[src/rtl/td4_program_loader.sv]
// td4_program_loader: 16x8 program store and byte-serial loader for the TD4 core.
// Holds the core in reset (CPU_CLR=0) while idle or loading, and serves
// combinational instruction fetch (A -> D) once running.
// Optional feature macro: TD4_LOADER_CHECKSUM_EN enables the CHECKSUM
// accumulator; without it CHECKSUM is tied to zero.
module td4_program_loader #(
    parameter int ADDR_W = 4,
    parameter int DATA_W = 8
) (
    input  logic              CLK,
    input  logic              CLR,
    input  logic              LOAD_START,
    input  logic              RUN_START,
    input  logic              LOAD_VALID,
    input  logic [DATA_W-1:0] LOAD_DATA,
    output logic              LOAD_READY,
    output logic              LOAD_DONE,
    output logic              CPU_CLR,
    input  logic [ADDR_W-1:0] A,
    output logic [DATA_W-1:0] D,
    output logic [DATA_W-1:0] CHECKSUM
);

    localparam int DEPTH = 2 ** ADDR_W;

    typedef enum logic [1:0] {
        IDLE = 2'd0,
        LOAD = 2'd1,
        RUN  = 2'd2
    } state_t;

    state_t            state_q, state_d;
    logic [ADDR_W-1:0] ptr_q, ptr_d;
    logic              done_q, done_d;
    logic              wr_en;
    logic [DATA_W-1:0] mem_q [0:DEPTH-1];

    // Next-state, pointer and write-enable decode
    always_comb begin
        state_d = state_q;
        ptr_d   = ptr_q;
        done_d  = 1'b0;
        wr_en   = 1'b0;
        case (state_q)
            IDLE: begin
                if (LOAD_START) begin
                    state_d = LOAD;
                    ptr_d   = '0;
                end else if (RUN_START) begin
                    state_d = RUN;
                end
            end
            LOAD: begin
                if (LOAD_VALID) begin
                    wr_en = 1'b1;
                    ptr_d = ptr_q + ADDR_W'(1);
                    if (ptr_q == '1) begin
                        state_d = RUN;
                        done_d  = 1'b1;
                    end
                end
            end
            RUN: begin
                if (LOAD_START) begin
                    state_d = LOAD;
                    ptr_d   = '0;
                end
            end
            default: state_d = IDLE;
        endcase
    end

    // Control state registers with synchronous active-low reset
    always_ff @(posedge CLK) begin
        if (!CLR) begin
            state_q <= IDLE;
            ptr_q   <= '0;
            done_q  <= 1'b0;
        end else begin
            state_q <= state_d;
            ptr_q   <= ptr_d;
            done_q  <= done_d;
        end
    end

    // Program store write; contents survive reset, a reset edge suppresses the write
    always_ff @(posedge CLK) begin
        if (CLR && wr_en) begin
            mem_q[ptr_q] <= LOAD_DATA;
        end
    end

    // State-decoded handshake, core reset and gated fetch
    always_comb begin
        LOAD_READY = (state_q == LOAD);
        CPU_CLR    = (state_q == RUN);
        LOAD_DONE  = done_q;
        D          = (state_q == RUN) ? mem_q[A] : '0;
    end

`ifdef TD4_LOADER_CHECKSUM_EN
    logic [DATA_W-1:0] csum_q, csum_d;

    // Checksum: cleared on entry to LOAD, accumulates each accepted byte
    always_comb begin
        csum_d = csum_q;
        if (state_q != LOAD && state_d == LOAD) begin
            csum_d = '0;
        end else if (wr_en) begin
            csum_d = csum_q + LOAD_DATA;
        end
    end

    // Checksum register
    always_ff @(posedge CLK) begin
        if (!CLR) begin
            csum_q <= '0;
        end else begin
            csum_q <= csum_d;
        end
    end

    assign CHECKSUM = csum_q;
`else
    assign CHECKSUM = '0;
`endif

endmodule

[config.mk]
export PLATFORM = sky130hd
export DESIGN_NAME = td4_program_loader
export DESIGN_NICKNAME = d
export VERILOG_FILES = /design/src/rtl/td4_program_loader.sv
export SDC_FILE = /design/constraint.sdc
export NUM_CORES = 1
export LEC_CHECK = 0
export CORE_UTILIZATION = 32
export DETAILED_ROUTE_END_ITERATION = 10
export SKIP_LAST_GASP = 1
export SLEW_MARGIN = 20
export SYNTH_ARGS = -nofsm -noshare
export SYNTH_HDL_FRONTEND = slang
export SYNTH_SLANG_ARGS = --single-unit
[constraint.sdc]
create_clock -name CLK -period 3.3 [get_ports CLK]
set_input_delay 0.66 -clock CLK [delete_from_list [all_inputs] [get_ports CLK]]
set_output_delay 0.66 -clock CLK [all_outputs]
set_load 0.03 [all_outputs]
== Word level (Yosys, flattened, before mapping) ==
Memories as Yosys holds them, arrays and structs flattened.
Index checks and enable logic that the tools add are counted.

* Input port bits: 17
* Bits in writable memories: 128
* Logic and storage cells: 35
* Memories kept: 1
* Output and inout port bits: 19
* Register bits after elaboration: 7

{| class="wikitable"
|+ Memories
! memory !! depth !! width !! rd ports !! clocked after memory_dff !! wr ports !! RTL line !! source
|-
| mem_q || 16 || 8 || 1 || 0 || 1 || 36 || <nowiki>logic [DATA_W-1:0] mem_q [0:DEPTH-1];</nowiki>
|}

* Multiplexer cells: 15
* Add/subtract/negate cells: 1
* Equality and inequality tests: 8
* Reductions and logical operators: 7

{| class="wikitable"
|+ Operators by type and width
! operator !! count
|-
| $mux 2 || 5
|-
| $mux 4 || 2
|-
| $mux 8 || 1
|-
| $pmux 4 s2 || 1
|-
| $pmux 2 s3 || 1
|-
| $reduce_and 3->1 || 2
|-
| $mux 1 || 5
|-
| $add 4x1->4 const B || 1
|-
| $eq 4x4->1 const B || 1
|-
| $ne 2x1->1 const B || 2
|-
| $ne 2x2->1 const B || 2
|-
| $reduce_and 4->1 || 1
|-
| $ne 3x3->1 const B || 1
|-
| $eq 2x1->1 const B || 1
|-
| $eq 2x2->1 const B || 1
|-
| $logic_not 2->1 || 1
|-
| $reduce_bool 2->1 || 1
|-
| $reduce_or 2->1 || 1
|-
| $logic_and 1x1->1 || 1
|}

== Depth between registers and ports, before layout ==
Gate-level depths: netlist of the first run.

* Word-level depth: 5
* Depth in mapped cells: 6
* Mapped depth without buffers: 5

== Worst setup path before layout of the first run ==
OpenSTA, ideal clock, no wires.

* Path type: input -> output
* From: input A[2]
* To: output D[4]
* Slack: 602 ps
* Stages on the path: 6
* Buffers on the path: 2
* Arrival: 2038 ps
* Required time: 2640 ps
* Cells stage by stage: buf_4 -> nor2b_1 -> buf_2 -> a22oi_1 -> nand2_1 -> o21ai_0

* Longest elaborated chain between the ends: 2

{| class="wikitable"
|+ RTL lines
! element !! RTL line !! source
|-
| start: declaration || 19 || <nowiki>input logic [ADDR_W-1:0] A,</nowiki>
|-
| $mem_v2 16x8 || n/a ||
|-
| $mux 8 || 98 || <nowiki>D = (state_q == RUN) ? mem_q[A] : '0;</nowiki>
|-
| end: declaration || 20 || <nowiki>output logic [DATA_W-1:0] D,</nowiki>
|}

Every way passes these cells.

== Worst setup path in the final report of the first run ==
* From: input A[2]
* To: output D[7]

The elaborated chain is that of the path after synthesis.

==> metrics.cfg, run 1 <==
[detailed_routing]
first_pass_iters = 4
routed-via-count = 2981
finalWirelength_um = 11640
vias_per_cell = 4.747
routedWlPerCell_um = 18.53
drc = 0
drtIter0Drc = 256
ant_nets = 0

[pwr]
p_leak_uw = 0.002364
power_density_nw_per_um2 = 578.5
peakVddDrop_v = 0.0003902
p_total_uw = 3863

[run]
max-cap-violations = 0

[sta]
slew_violations = 0
fin_crit_sh_pct = 95.06
hold_violations = 0
finalCriticalPeriod_ps = 3137
fmax_ghz = 0.3188
max_slew_margin_pct = 58.11
rsz0062_at_grt = false
finClkSkew_ps = 10.30
tightest_slew_ps = 626.4
tns_ps = 0
setup_viol = 0
worst_slack_ps = 163.0

[cts]
clkSinkCount = 135
htree_levels = 4
clk_pin_slew_ps = 50
cts_tree = built
clk_latency_ps = 420
cts_setup_buffers = 0
ctsResizeCount = 1
cts_made_buffers = 17
clockRootBuffer = clkbuf_16
hold_buffers = 0
clk_path_buf_depth = 2

[placed_design]
post-place-ws_ps = -43.81
portBuffers = 27
gp_congestion = 0.7572
dp_hpwl_um = 8000

[global_route]
grt_pass1_vias = 3129
gr-usage-all-layers_pct = 14.25
antenna_found_initial = 0
grt-ovfl-total = 0
grt_max_degree = 20
grt_pass1_wl_um = 18140

[synth]
seq_area_frac_synth_pct = 72.18
yosysTopAreaCell = edfxtp_1
yosys-top-cells-area = edfxtp_1 (70%), mux2i_1 (9.1%), a22oi_1 (3.1%)
syn_inst = 332
synth_cell_type_count = 34
ys_warn_count = 0
synth_seq_cells = 135
synth_area_um2 = 5519
synth.top_cell.area_share_pct = 69.64
syn-mean-instance-area_um2 = 16.62

[floorplanning]
ioPinCount = 36
start_util_pct = 33.05
die_area_um2 = 17780
core_area_um2 = 16700
die_h_um = 133.3
rows = 47
chipWidth_um = 133.3

[setup_path]
worstPathArrival_ps = 2480
end_kind = primary output
worstSetupPathType = input pin to primary output
startpoint_type = input pin
crit_path_max_fanout = 7
cp.required_ps = 2640

[cells_and_area]
synthToLayoutAreaGrowth_pct = 20.99
final_nets = 416
final_core_util_pct = 39.98
drive_gt1_share_pct = 17.16
antenna-diode-count = 0

[hold_path]
hold_path.class = register to register

[outcome]
status = finished, final reports clean

## placed cells by master, fill, tap and decap left out, drive strengths merged, types with 3 or more instances in the layout
cell type and n:
dfxtp 7, edfxtp 128, nand2b 8, and2 3, clkbuf 22, clkinvlp 3, mux2i 50, inv 4
o21ai 8, clkdlybuf4s50 18, clkinv 5, nand3 9, conb 8, buf 40, nand2 16, mux4 7
nor2b 4, a22oi 23, nor2 20, nor3 4, ha 4
## through the flow
step	hold WS (ps)	instances	instance area, um2
floorplan	499.6	339	5545
global placement	519.3	596	6130
detailed placement	538.2	596	6130
CTS	548.3	628	6678
global route	636.2	628	6678
finish	550.1	628	6678
## state kept, by name (all words and copies together) (netlist names)
name,flops
state_q,2
mem_q,128
LOAD_DONE,1
ptr_q,4
## worst max-delay path, stage by stage
cell and delay (ps):
clkdlybuf4s50_1 640, nor2b_1 410, buf_4 250, a22oi_1 80, nand3_1 80, o21ai_0 140
buf_4 210
## worst paths after layout
| check | from | to | slack (ps) | cells past startpoint |
|---|---|---|---|---|
| setup reg to reg | state_q[0] | mem_q[0][3] | 1630 | 5 |
| hold reg to reg | ptr_q[1] | ptr_q[1] | 550 | 2 |
| hold / removal | ptr_q[1] | ptr_q[1] | 550 | 2 |
| setup / recovery | A[2] | D[7] | 160 | 7 |
## cells in the mapped netlist, drive strengths merged
cell    instances
edfxtp        128
mux4            7
nand2          16
nand2b          8
inv             4
and2            3
clkbuf          1
xor2            2
nor2b           4
o211a           1
o21a            1
o31ai           2
nor3            4
a22oi          23
a22o            2
a21boi          2
ha              4
nand3b          1
nand3           9
and3b           1
conb            1
o21ai           8
nor2           20
nand4           1
o211ai          1
dfxtp           7
mux2i          50
buf            21
## where the power goes
group / switching [uW] / internal (uW)
Clock: 654 / 1100
Combinational: 135 / 88.1
Sequential: 4.31 / 1880
## area by class of cell
class | count | area (um2)
clock buffers | 22 | 444.2
clock inverters | 10 | 105.1
fillers | 1555 | 10020
inverters | 4 | 15.01
multi-input cells | 178 | 1365
flip-flops and latches | 135 | 3984
well taps | 220 | 275.3
repair buffers | 59 | 489.2
## metal layers
metal	vias to the layer above	global-route usage (%)	wire length, um
li1	1400	-	-
met1	1488	17.78	5076
met2	82	23.52	5785
met3	11	4.528	647
met4	0	4.419	126
met5	-	0	0
## kinds of logic (layout without fill, tap and decap cells)
| family | Yosys count | after routing | share of synthesized area [%] |
|---|---|---|---|
| DFF | 135 | 135 | 72.18 |
| and+or+nand+nor | 67 | 67 | 5.736 |
| muxes | 57 | 57 | 12.06 |
| AOI/OAI and AO/OA | 40 | 40 | 5.169 |
| buffers and inverters | 26 | 95 | 3.559 |
| adders and majority gates | 4 | 4 | 0.9069 |
| xor gates and xnor gates | 2 | 2 | 0.3174 |
| other | 1 | 8 | 0.06795 |
(Power assumes the default switching activity.)
==> inputs of run 2 (changes only) <==
--- a/config.mk
+++ b/config.mk
@@ -7,8 +7,9 @@
 export LEC_CHECK = 0
 export CORE_UTILIZATION = 32
 export DETAILED_ROUTE_END_ITERATION = 10
+export SKIP_CTS_REPAIR_TIMING = 1
 export SKIP_LAST_GASP = 1
-export SLEW_MARGIN = 20
+export SLEW_MARGIN = 10
 export SYNTH_ARGS = -nofsm -noshare
 export SYNTH_HDL_FRONTEND = slang
 export SYNTH_SLANG_ARGS = --single-unit
==> constraint.sdc (replaced) <==
create_clock -name CLK -period 3.8 [get_ports CLK]
set_input_delay 0.76 -clock CLK [delete_from_list [all_inputs] [get_ports CLK]]
set_output_delay 0.76 -clock CLK [all_outputs]
set_load 0.03 [all_outputs]
==> run 2 against run 1 <==
Cell area rose by 1.5%. Cell count fell by 0.96%. Global-route usage fell by 0.15 points. Worst hold slack got worse by 11 ps. Die area did not move. Largest cell class unchanged. Critical path type unchanged. Setup slack improved by 13 ps. Via count fell by 0.84%. Register-to-register slack improved by 190 ps.
==> metrics.cfg, run 2 (synthesis gave the netlist of run 1 again) <==
[outcome]
status = finished, final reports clean

[sta]
rsz0062_at_grt = false
setup_viol = 0
finClkSkew_ps = 12.89
fmax_ghz = 0.2759
tns_ps = 0
tightest_slew_ps = 806.6
max_slew_margin_pct = 46.03
fin_crit_sh_pct = 95.37
slew_violations = 0
hold-worst-slack_ps = 539.0
finalCriticalPeriod_ps = 3624
hold_violations = 0
worst_slack_ps = 175.9

[pwr]
peakVddDrop_v = 0.0003505
sw_frac_of_total_pct = 19.13
power_density_nw_per_um2 = 534.8
clockPowerShare_pct = 49.5
power_switching_uw = 693.2
p_leak_uw = 0.002405
power_frac_comb_pct = 5.3
power.internal_uw = 2930
p_seq_share_pct = 45.2

[global_route]
grt_max_degree = 20
grt-ovfl-total = 0
grt_pass1_wl_um = 17910
grt_pass1_vias = 3096
gr-usage-all-layers_pct = 14.09
antenna_found_initial = 0

[setup_path]
worst-r2r-setup-slack_ps = 1820
crit_path_max_fanout = 14
r2r_cells = 5
r2r-start = state_q[0]
reg2reg_to = mem_q[1][5]
worstSetupPathType = input pin to primary output
end_kind = primary output
worstPathArrival_ps = 2860
startpoint_type = input pin
cp.required_ps = 3040

[cells_and_area]
drive_gt1_share_pct = 16.92
fin_cells = 622
max_flop_register = mem_q
largest_reg_flops = 128
synthToLayoutAreaGrowth_pct = 22.76
layout_commonest_cell = edfxtp_1
final_cell_mix = edfxtp_1 (128), mux2i_1 (50), buf_4 (31), a22oi_1 (23), clkdlybuf4s50_1 (20)
reg_top3 = mem_q: 128 flops, ptr_q: 4 flops, state_q: 2 flops
nFillCells = 1504
final_nets = 410
antenna-diode-count = 0

[hold_path]
whs_endpoint = ptr_q[1]
worstHoldStart = ptr_q[1]
holdPathStages = 2
hold_path.class = register to register

[run]
max-cap-violations = 0

[floorplanning]
chipWidth_um = 133.3
start_util_pct = 33.05
ioPinCount = 36
rows = 47
die_area_um2 = 17780
die_h_um = 133.3
core_area_um2 = 16700

[cts]
cts_made_buffers = 17
clkSinkCount = 135
clk_pin_slew_ps = 50
clk_latency_ps = 410
clk_path_buf_depth = 2
clockRootBuffer = clkbuf_16
cts_tree = built
htree_levels = 4

[detailed_routing]
drtIter0Drc = 305
routed-via-count = 2956
finalWirelength_um = 11570
routedWlPerCell_um = 18.60
first_pass_iters = 4
drc = 0
ant_nets = 0
vias_per_cell = 4.752

[placed_design]
dp_hpwl_um = 7924
portBuffers = 27
post-place-ws_ps = -208.3
dpl.cell_count = 590
gp_congestion = 0.7672

[run 2: worst max path at each step]
stage               start   end  slack [ps]  depth (start not counted)
CTS                  A[2]  D[0]        -210                          6
global route         A[2]  D[1]          50                          7
floorplan            A[2]  D[4]         900                          6
finish               A[2]  D[2]         180                          6
global placement     A[2]  D[0]        -210                          6
detailed placement   A[2]  D[0]        -210                          6
[run 2: metrics by stage]
step / instance area, um2 / utilization, % / total power [uW]
2_1_floorplan: 5545 / - / 1789
3_3_place_gp: 6102 / 36.54 / 1857
3_5_place_dp: 6102 / 36.54 / 1860
4_1_cts: 6760 / 40.48 / 3660
5_1_grt: 6775 / 40.57 / 3742
6_report: 6775 / 40.57 / 3623
[run 2: power by group through the flow]
| stage | logic, uW | clock network (uW) | registers, uW |
|---|---|---|---|
| after floorplan | 123 | 0 | 1670 |
| after global placement | 189 | 0 | 1670 |
| after detailed placement | 193 | 0 | 1670 |
| after CTS | 193 | 1830 | 1640 |
| after global routing | 209 | 1900 | 1640 |
| final | 192 | 1790 | 1640 |
[run 2: critical path: stages]
cell	delay, ps
clkdlybuf4s50_1	500
nor2b_2	610
a22oi_1	190
nand2_1	110
o21ai_1	70
clkdlybuf4s50_1	620
[run 2: layout make-up]
type                    count  area (um2)  area share [%]
inverters                   4       15.01          0.2216
clock buffers              17       425.4           6.279
well taps                 220       275.3           4.063
multi-input cells         178        1378           20.33
repair buffers             53       465.4           6.870
clock inverters            15       232.7           3.435
flip-flops and latches    135        3984           58.80
[run 2: metal layers]
| layer | vias up | track usage, % | wire length, um |
|---|---|---|---|
| met4 | 0 | 5.997 | 135 |
| met2 | 87 | 21.73 | 5688 |
| li1 | 1394 | - | - |
| met3 | 6 | 3.957 | 746 |
| met1 | 1469 | 18.61 | 5001 |
| met5 | - | 0 | 0 |
==> inputs of run 3 (changes only) <==
--- a/config.mk
+++ b/config.mk
@@ -9,7 +9,7 @@
 export DETAILED_ROUTE_END_ITERATION = 10
 export SKIP_CTS_REPAIR_TIMING = 1
 export SKIP_LAST_GASP = 1
-export SLEW_MARGIN = 10
+export SLEW_MARGIN = 25
 export SYNTH_ARGS = -nofsm -noshare
 export SYNTH_HDL_FRONTEND = slang
 export SYNTH_SLANG_ARGS = --single-unit
==> run 3 against run 2 <==
Sequential power hardly changed. Sequential cell count stayed put. Critical path depth is 1 higher. Via count is 2.3% higher. First-iteration DRC count is 6.6% higher. Highest routed layer unchanged. Cell count stayed put. Clock power is 5% higher. Die area stayed put. Fmax hardly changed. Combinational power hardly changed. Utilization is 0.14 points higher.
==> metrics.cfg, run 3 (synthesis gave the netlist of run 1 again) <==
[detailed_routing]
routed-via-count = 3025
drc = 0
routedWlPerCell_um = 18.90
ant_nets = 0
finalWirelength_um = 11760
vias_per_cell = 4.863
drtIter0Drc = 325
first_pass_iters = 4

[sta]
slew_violations = 0
fmax_ghz = 0.2757
max_slew_margin_pct = 46.60
rsz0062_at_grt = false
worst_slack_ps = 173.0
fin_crit_sh_pct = 95.45
setup_viol = 0
hold-worst-slack_ps = 538.4
hold_violations = 0
finalCriticalPeriod_ps = 3627
tns_ps = 0
finClkSkew_ps = 9.646
tightest_slew_ps = 798.1

[global_route]
grt_max_degree = 20
grt_pass1_vias = 3068
grt_pass1_wl_um = 17880
gr-usage-all-layers_pct = 14.10
grt-ovfl-total = 0
antenna_found_initial = 0

[setup_path]
crit_path_frequent_cell = clkdlybuf4s50_1
crit_family = buffers and inverters
cpMaxStageDelayCell = clkdlybuf4s50_1
cp.required_ps = 3040
worstPathArrival_ps = 2870
end_kind = primary output
r2r_cells = 5
path_cells = clkdlybuf4s50_1 > buf_4 > and2_1 > a22oi_1 > nand2_1 > o21ai_1 > clkdlybuf4s50_1
path_depth = 7
slowest_delay_ps = 700
crit_path_max_fanout = 10
startpoint_type = input pin
path_buf_inv = 3
worstSetupPathType = input pin to primary output

[pwr]
power_switching_uw = 710.6
power_density_nw_per_um2 = 545.4
power.internal_uw = 2997
peakVddDrop_v = 0.0003665
sw_frac_of_total_pct = 19.17
p_total_uw = 3708
p_seq_share_pct = 44.1
power_frac_comb_pct = 5.2
clockPowerShare_pct = 50.6
p_leak_uw = 0.002421

[floorplanning]
rows = 47
ioPinCount = 36
die_h_um = 133.3
start_util_pct = 33.05
die_area_um2 = 17780
core_area_um2 = 16700
chipWidth_um = 133.3

[cts]
cts_made_buffers = 17
clk_latency_ps = 410
clk_pin_slew_ps = 50
clk_path_buf_depth = 2
clockRootBuffer = clkbuf_16
cts_tree = built
htree_levels = 4
clkSinkCount = 135

[cells_and_area]
synthToLayoutAreaGrowth_pct = 23.19
antenna-diode-count = 0
nFillCells = 1493
regArea_um2 = 3984
reg_top3 = mem_q: 128 flops, ptr_q: 4 flops, state_q: 2 flops
layout_commonest_cell = edfxtp_1
largest_reg_flops = 128
multi_input_area_um2 = 1378
final_nets = 410
drive_gt1_share_pct = 17.16
max_flop_register = mem_q
final_cell_mix = edfxtp_1 (128), mux2i_1 (50), buf_4 (31), a22oi_1 (23), clkdlybuf4s50_1 (20)
fin_cells = 622

[placed_design]
gp_congestion = 0.7672
portBuffers = 27
post-place-ws_ps = -218.5
dp_hpwl_um = 7934
dpl.cell_count = 590

[hold_path]
hold_path.class = register to register
holdPathStages = 2

[outcome]
status = finished, final reports clean

[run]
max-cap-violations = 0

## run 3: layout make-up
type,instances,share of cell area [%]
Clock inverter,15,3.773
Inverter,4,0.2208
Multi-Input combinational cell,178,20.26
Tap cell,220,4.049
Clock buffer,17,6.257
Timing Repair Buffer,53,6.846
Sequential cell,135,58.59
## run 3: through the flow
stage	cell area, um2	utilization (%)
final	6799	40.71
after global routing	6799	40.71
after CTS	6787	40.64
after detailed placement	6105	36.55
after global placement	6102	36.54
after floorplan	5545	-
## run 3: power groups by stage
stage | combinational, uW | sequential (uW) | clock (uW)
floorplan | 123 | 1670 | 0
global placement | 189 | 1670 | 0
detailed placement | 193 | 1670 | 0
CTS | 194 | 1640 | 1900
global route | 208 | 1640 | 1970
finish | 193 | 1640 | 1880
## run 3: tightest hold or removal path: stages (launching register included)
cell and delay, ps:
dfxtp_1 340, nand3_1 80, a21boi_0 70
## run 3: worst paths after layout
path	startpoint	end	slack, ps
setup / recovery	A[2]	D[2]	170
hold / removal	ptr_q[1]	ptr_q[1]	540
setup reg to reg	state_q[0]	mem_q[1][5]	1830
hold reg to reg	ptr_q[1]	ptr_q[1]	540
## run 3: metal layers
metal / wire length [um] / up-vias / global-route usage (%)
li1: - / 1392 / -
met1: 5131 / 1524 / 18.61
met2: 5710 / 97 / 22.40
met3: 754 / 12 / 3.919
met4: 161 / 0 / 4.672
met5: 0 / - / 0
